File: config.mk
export PLATFORM = sky130hd
export DESIGN_NAME = pipeline_ctrl
export DESIGN_NICKNAME = d
export VERILOG_FILES = /design/src/rtl/pipeline_ctrl.sv
export SDC_FILE = /design/constraint.sdc
export NUM_CORES = 1
export LEC_CHECK = 0
export ABC_AREA = 0
export CAP_MARGIN = 20
export CORE_MARGIN = 5
export CORE_UTILIZATION = 46
export CTS_CLUSTER_SIZE = 16
export DETAILED_ROUTE_END_ITERATION = 12
export MAX_ROUTING_LAYER = met4
export PLACE_DENSITY = 0.8
export SYNTH_ARGS = -nofsm -noshare
export SYNTH_HDL_FRONTEND = slang
export SYNTH_SLANG_ARGS = --single-unit
File: constraint.sdc
create_clock -name clk -period 2.5 [get_ports clk]
set_clock_uncertainty 0.15 [all_clocks]
set_input_delay 0.25 -clock clk [delete_from_list [all_inputs] [get_ports clk]]
set_output_delay 0.25 -clock clk [all_outputs]
set_load 0.005 [all_outputs]
File: src/rtl/pipeline_ctrl.sv
// Hazard/sequencing controller for the 5-stage pipeline: stalls, flushes,
// next-PC select and multiply/divide unit tracking.
module pipeline_ctrl #(
  parameter int MDU_LAT      = 8,
  parameter int FLUSH_CYCLES = 2,
  parameter int CNT_W        = 16
) (
  input  logic             clk,
  input  logic             reset,
  input  logic [4:0]       id_rs,
  input  logic [4:0]       id_rt,
  input  logic             id_uses_rt,
  input  logic             id_mdu_start,
  input  logic             id_mdu_read,
  input  logic             branch_taken,
  input  logic             jump,
  input  logic             ex_memread,
  input  logic [4:0]       ex_rt,
  output logic             pc_write,
  output logic             if_write,
  output logic             if_flush,
  output logic             id_flush,
  output logic [1:0]       pc_src,
  output logic             mdu_go,
  output logic             mdu_busy,
  output logic             mdu_done,
  output logic [CNT_W-1:0] stall_cnt
);

  localparam int MW = (MDU_LAT > 2) ? $clog2(MDU_LAT) : 1;
  localparam int FW = (FLUSH_CYCLES > 1) ? $clog2(FLUSH_CYCLES) : 1;

  typedef enum logic [1:0] {S_FLUSH, S_RUN, S_MDU} state_t;

  state_t           state_q, state_d;
  logic [FW-1:0]    flush_cnt_q, flush_cnt_d;
  logic [MW-1:0]    mdu_cnt_q, mdu_cnt_d;
  logic             busy_q, busy_d;
  logic             done_q, done_d;
  logic [CNT_W-1:0] stall_cnt_q, stall_cnt_d;
  logic             lu, mh, stall;

  always_comb begin
    lu    = ex_memread && (ex_rt != 5'd0) &&
            ((ex_rt == id_rs) || (id_uses_rt && (ex_rt == id_rt)));
    mh    = (state_q == S_MDU) && (id_mdu_read || id_mdu_start);
    stall = lu || mh;

    pc_write    = 1'b0;
    if_write    = 1'b0;
    if_flush    = 1'b1;
    id_flush    = 1'b1;
    pc_src      = 2'b00;
    mdu_go      = 1'b0;
    state_d     = state_q;
    flush_cnt_d = flush_cnt_q;
    mdu_cnt_d   = mdu_cnt_q;
    done_d      = 1'b0;
    stall_cnt_d = stall_cnt_q;

    case (state_q)
      S_FLUSH: begin
        flush_cnt_d = flush_cnt_q - 1'b1;
        if (flush_cnt_q == '0) state_d = S_RUN;
      end
      S_RUN, S_MDU: begin
        if (stall) begin
          if_flush = 1'b0;
          if (stall_cnt_q != '1) stall_cnt_d = stall_cnt_q + 1'b1;
        end else begin
          pc_write = 1'b1;
          if_write = 1'b1;
          id_flush = 1'b0;
          if (jump) begin
            pc_src = 2'b10;
          end else if (branch_taken) begin
            pc_src = 2'b01;
          end else begin
            if_flush = 1'b0;
          end
          // A start can only be accepted in RUN; in MDU_BUSY it is a hazard.
          if ((state_q == S_RUN) && id_mdu_start) begin
            mdu_go    = 1'b1;
            state_d   = S_MDU;
            mdu_cnt_d = MW'(MDU_LAT - 1);
          end
        end
        if (state_q == S_MDU) begin
          mdu_cnt_d = mdu_cnt_q - 1'b1;
          // Registered done lands in the last busy cycle (counter == 0).
          if (mdu_cnt_q == MW'(1)) done_d = 1'b1;
          if (mdu_cnt_q == '0) state_d = S_RUN;
        end
      end
      default: state_d = S_FLUSH;
    endcase

    busy_d = (state_d == S_MDU);

    if (reset) begin
      pc_write = 1'b0;
      if_write = 1'b0;
      if_flush = 1'b1;
      id_flush = 1'b1;
      pc_src   = 2'b00;
      mdu_go   = 1'b0;
    end
  end

  always_ff @(posedge clk) begin
    if (reset) begin
      state_q     <= S_FLUSH;
      flush_cnt_q <= FW'(FLUSH_CYCLES - 1);
      mdu_cnt_q   <= '0;
      busy_q      <= 1'b0;
      done_q      <= 1'b0;
      stall_cnt_q <= '0;
    end else begin
      state_q     <= state_d;
      flush_cnt_q <= flush_cnt_d;
      mdu_cnt_q   <= mdu_cnt_d;
      busy_q      <= busy_d;
      done_q      <= done_d;
      stall_cnt_q <= stall_cnt_d;
    end
  end

  assign mdu_busy  = busy_q;
  assign mdu_done  = done_q;
  assign stall_cnt = stall_cnt_q;

endmodule

==> impl_metrics.yaml <==
yosys:
  yosys_warnings: 0
  synth_top_cell_by_area: "dfxtp_1"
  yosys.area.top_type_share_pct: 32.38
  ys_seq_area_share_pct: 32.38
  yosys-top-cells-area: "dfxtp_1 (32%), xnor2_1 (7.7%), ha_1 (6.7%), a21oi_1 (4.0%), mux2_4 (4.0%)"
  synth_cells: 176
  ys_seq_elements: 24
  synthArstFlopShare_pct: 0
  yosysUniqueCellTypes: 40
  syn_area_mm2: 0.001484
  ys.flop_type: "dfxtp_1"
  synth.most_common_cell: "dfxtp_1"
  synthesis.nets: 207
  syn_area_per_cell_um2: 8.431
  synth_common_cells: "dfxtp_1 (24), nor2_1 (14), xnor2_1 (13)"
  synth_edf_count: 0
cts:
  clock_latency_ns: 0.32
  clk_path_buf_depth: 2
  holdBufCountCts: 0
  cts_tree: "yes"
  clk_pin_slew_ns: 0.13
  cts-root-buf: "clkbuf_4"
  cts_sinks: 24
  cts_buffers: 3
  ctsHtreeMaxLevel: 1
power:
  power_leakage_nw: 0.8330
  comb_power_share_pct: 34.7
  powerDensity_mw_per_mm2: 501.2
  total_power_mw: 1.102
  power.switching_mw: 0.3320
  clkPwrFrac_pct: 25.7
  seq_power_share_pct: 39.6
  switching_share_pct: 30.13
  internal_power_mw: 0.7698
  peakVddDrop_mv: 0.5445
floorplan:
  die_area_mm2: 0.004462
  core-area_mm2: 0.003078
  num_io_pins: 48
  die_w_um: 66.80
  start_util_pct: 48.21
  dieHeight_um: 66.80
  fp-row-count: 20
critical_path:
  cp.required_ns: 2.10
  worst_path_max_delay_cell: "or4_4"
  critPathTopFamily: "buffers and inverters"
  cp.buffers_inverters: 4
  cp_max_fo: 3
  arrival_ns: 2.02
  worstSetupPathType: "in2out"
  crit_chain: "dlygate4sd2_1 > or4_4 > o21a_1 > a21oi_2 > buf_4 > buf_4 > and3_1 > dlygate4sd2_1"
  end_kind: "primary output"
  startpoint_type: "input pin"
  slowest_delay_ns: 0.52
routing:
  final_antenna_net_count: 0
  dr.pass1.iters: 4
  drcViolationCount: 0
  drt_wl_total_mm: 4.116
  initialDrtViolationCount: 85
  wire_per_inst_um: 14.65
  viasPerCell: 5.459
  vias: 1534
finish:
  fillerInstances: 263
  diodes: 0
  layout-drive-gt1-share_pct: 18.57
  areaGrowthSynthToFinish_pct: 48.15
  nets: 269
global_route:
  grtUsageTotal_pct: 20.01
  overflow: 0
  grt_pass1_wl_mm: 6.741
  grt_pass1_vias: 1480
  antenna_found_initial: 0
  grt_max_degree: 28
timing:
  hold_viol: 0
  final.setup.worst_slack_ns: 0.08106
  fin_crit_sh_pct: 96.76
  clock.fmax_mhz: 413.4
  post-route-min-period_ns: 2.419
  drv_slew: 0
  tightest_slew_ns: 0.6071
  finalSetupViolations: 0
  max_slew_margin_pct: 59.22
place:
  routabilityCongestion: 0.9071
  port_buffers: 47
  dp_slack_ns: -0.4089
  hpwl_mm: 3.071
outcome:
  outcome: "completed"
run:
  max_cap_viol_count: 0
min_path:
  hp-class: "reg2reg"
## cells by family after synthesis
group	share of synthesized area (%)
simple gates	25.38
flops	32.38
buf+inv	5.395
xor+xnor	7.673
fa+ha+maj	6.746
compound gates	17.03
mux	5.397
## per-layer routing
layer,vias to the layer above,wire length [um],GRT usage [%]
met2,34,2229,36.51
met3,4,150,2.867
li1,758,-,-
met4,0,31,5.076
met5,-,0,-
met1,738,1706,22.79
## power groups by stage
| stage | Sequential (mW) | Combinational, mW | Clock (mW) |
|---|---|---|---|
| finish | 0.436 | 0.382 | 0.283 |
| detailed placement | 0.442 | 0.357 | 0 |
| floorplan | 0.436 | 0.203 | 0 |
| global placement | 0.439 | 0.341 | 0 |
| global route | 0.441 | 0.418 | 0.305 |
| CTS | 0.436 | 0.370 | 0.289 |
## placed cells by master, fill, tap and decap left out, types with 2 or more instances in the layout
cell	instances
a21oi_1	11
inv_1	12
and3_4	2
buf_6	2
o31ai_1	5
or3_1	4
o21ai_0	9
dlymetal6s2s_1	2
buf_2	2
nor2b_1	3
mux2i_1	2
nand2_1	8
nor2_2	2
buf_4	15
xnor2_1	11
clkdlybuf4s50_1	35
dfxtp_2	2
and4_1	2
or4_1	5
mux2_4	4
and3_1	3
dlygate4sd2_1	7
and2_1	3
clkbuf_4	3
o21a_1	2
nand4_1	2
xnor2_2	2
a311oi_1	3
nor3b_1	2
nor2_1	12
dfxtp_1	22
nand3_1	11
ha_1	7
## final cells by class
class	instances	area, um2	area share (%)
well taps	44	55.05	2.504
repair buffers	64	593.1	26.98
clock buffers	3	22.52	1.024
flip-flops and latches	24	483.0	21.97
inverters	12	45.04	2.049
clock inverters	1	30.03	1.366
multi-input cells	133	969.7	44.11
## worst register-to-register path: stages (launching register included)
cell     delay, ns
dfxtp_2       0.37
inv_1         0.11
ha_1          0.18
inv_1         0.09
nor2_2        0.19
o221a_1       0.25
nand2_1       0.14
buf_6         0.20
or4_1         0.47
a21oi_1       0.15
## path summary, 6_finish.rpt
| path | start | end | slack (ns) | cells after the start |
|---|---|---|---|---|
| worst max register to register | state_q[0]$_SDFF_PP0_ | stall_cnt[5]$_SDFFE_PP0P_ | 0.16 | 9 |
| worst max-delay path | ex_rt[2] | pc_src[1] | 0.08 | 8 |
| worst min-delay path | mdu_cnt_q[2]$_SDFFE_PP0P_ | mdu_done$_SDFF_PP0_ | 0.32 | 1 |
| worst min register to register | mdu_cnt_q[2]$_SDFFE_PP0P_ | mdu_done$_SDFF_PP0_ | 0.32 | 1 |
## state kept, by name, indices dropped and copies added, names as in the netlist
signal and cells:
mdu_done 1, state_q 2, mdu_cnt_q 3, mdu_busy 1, stall_cnt 16, flush_cnt_q 1
## repair_timing
| action | CTS | global route |
|---|---|---|
| buffers inserted | 2 | 1 |
| resized for setup | 25 | 9 |
| pin swaps | 4 | 5 |
| setup endpoints to repair | 7 | 7 |
## stage by stage
stage / cell area (um2) / hold slack [ns] / setup TNS (ns) / std cells / utilization (%)
floorplan: 1484 / 0.2724 / 0 / 176 / -
global placement: 2079 / 0.2940 / -4.394 / 274 / 67.56
detailed placement: 2079 / 0.2946 / -5.488 / 274 / 67.56
CTS: 2152 / 0.3158 / 0 / 280 / 69.92
global route: 2198 / 0.3381 / -0.01429 / 281 / 71.42
finish: 2198 / 0.3159 / 0 / 281 / 71.42
No activity file was read; power rests on OpenSTA's default activity.
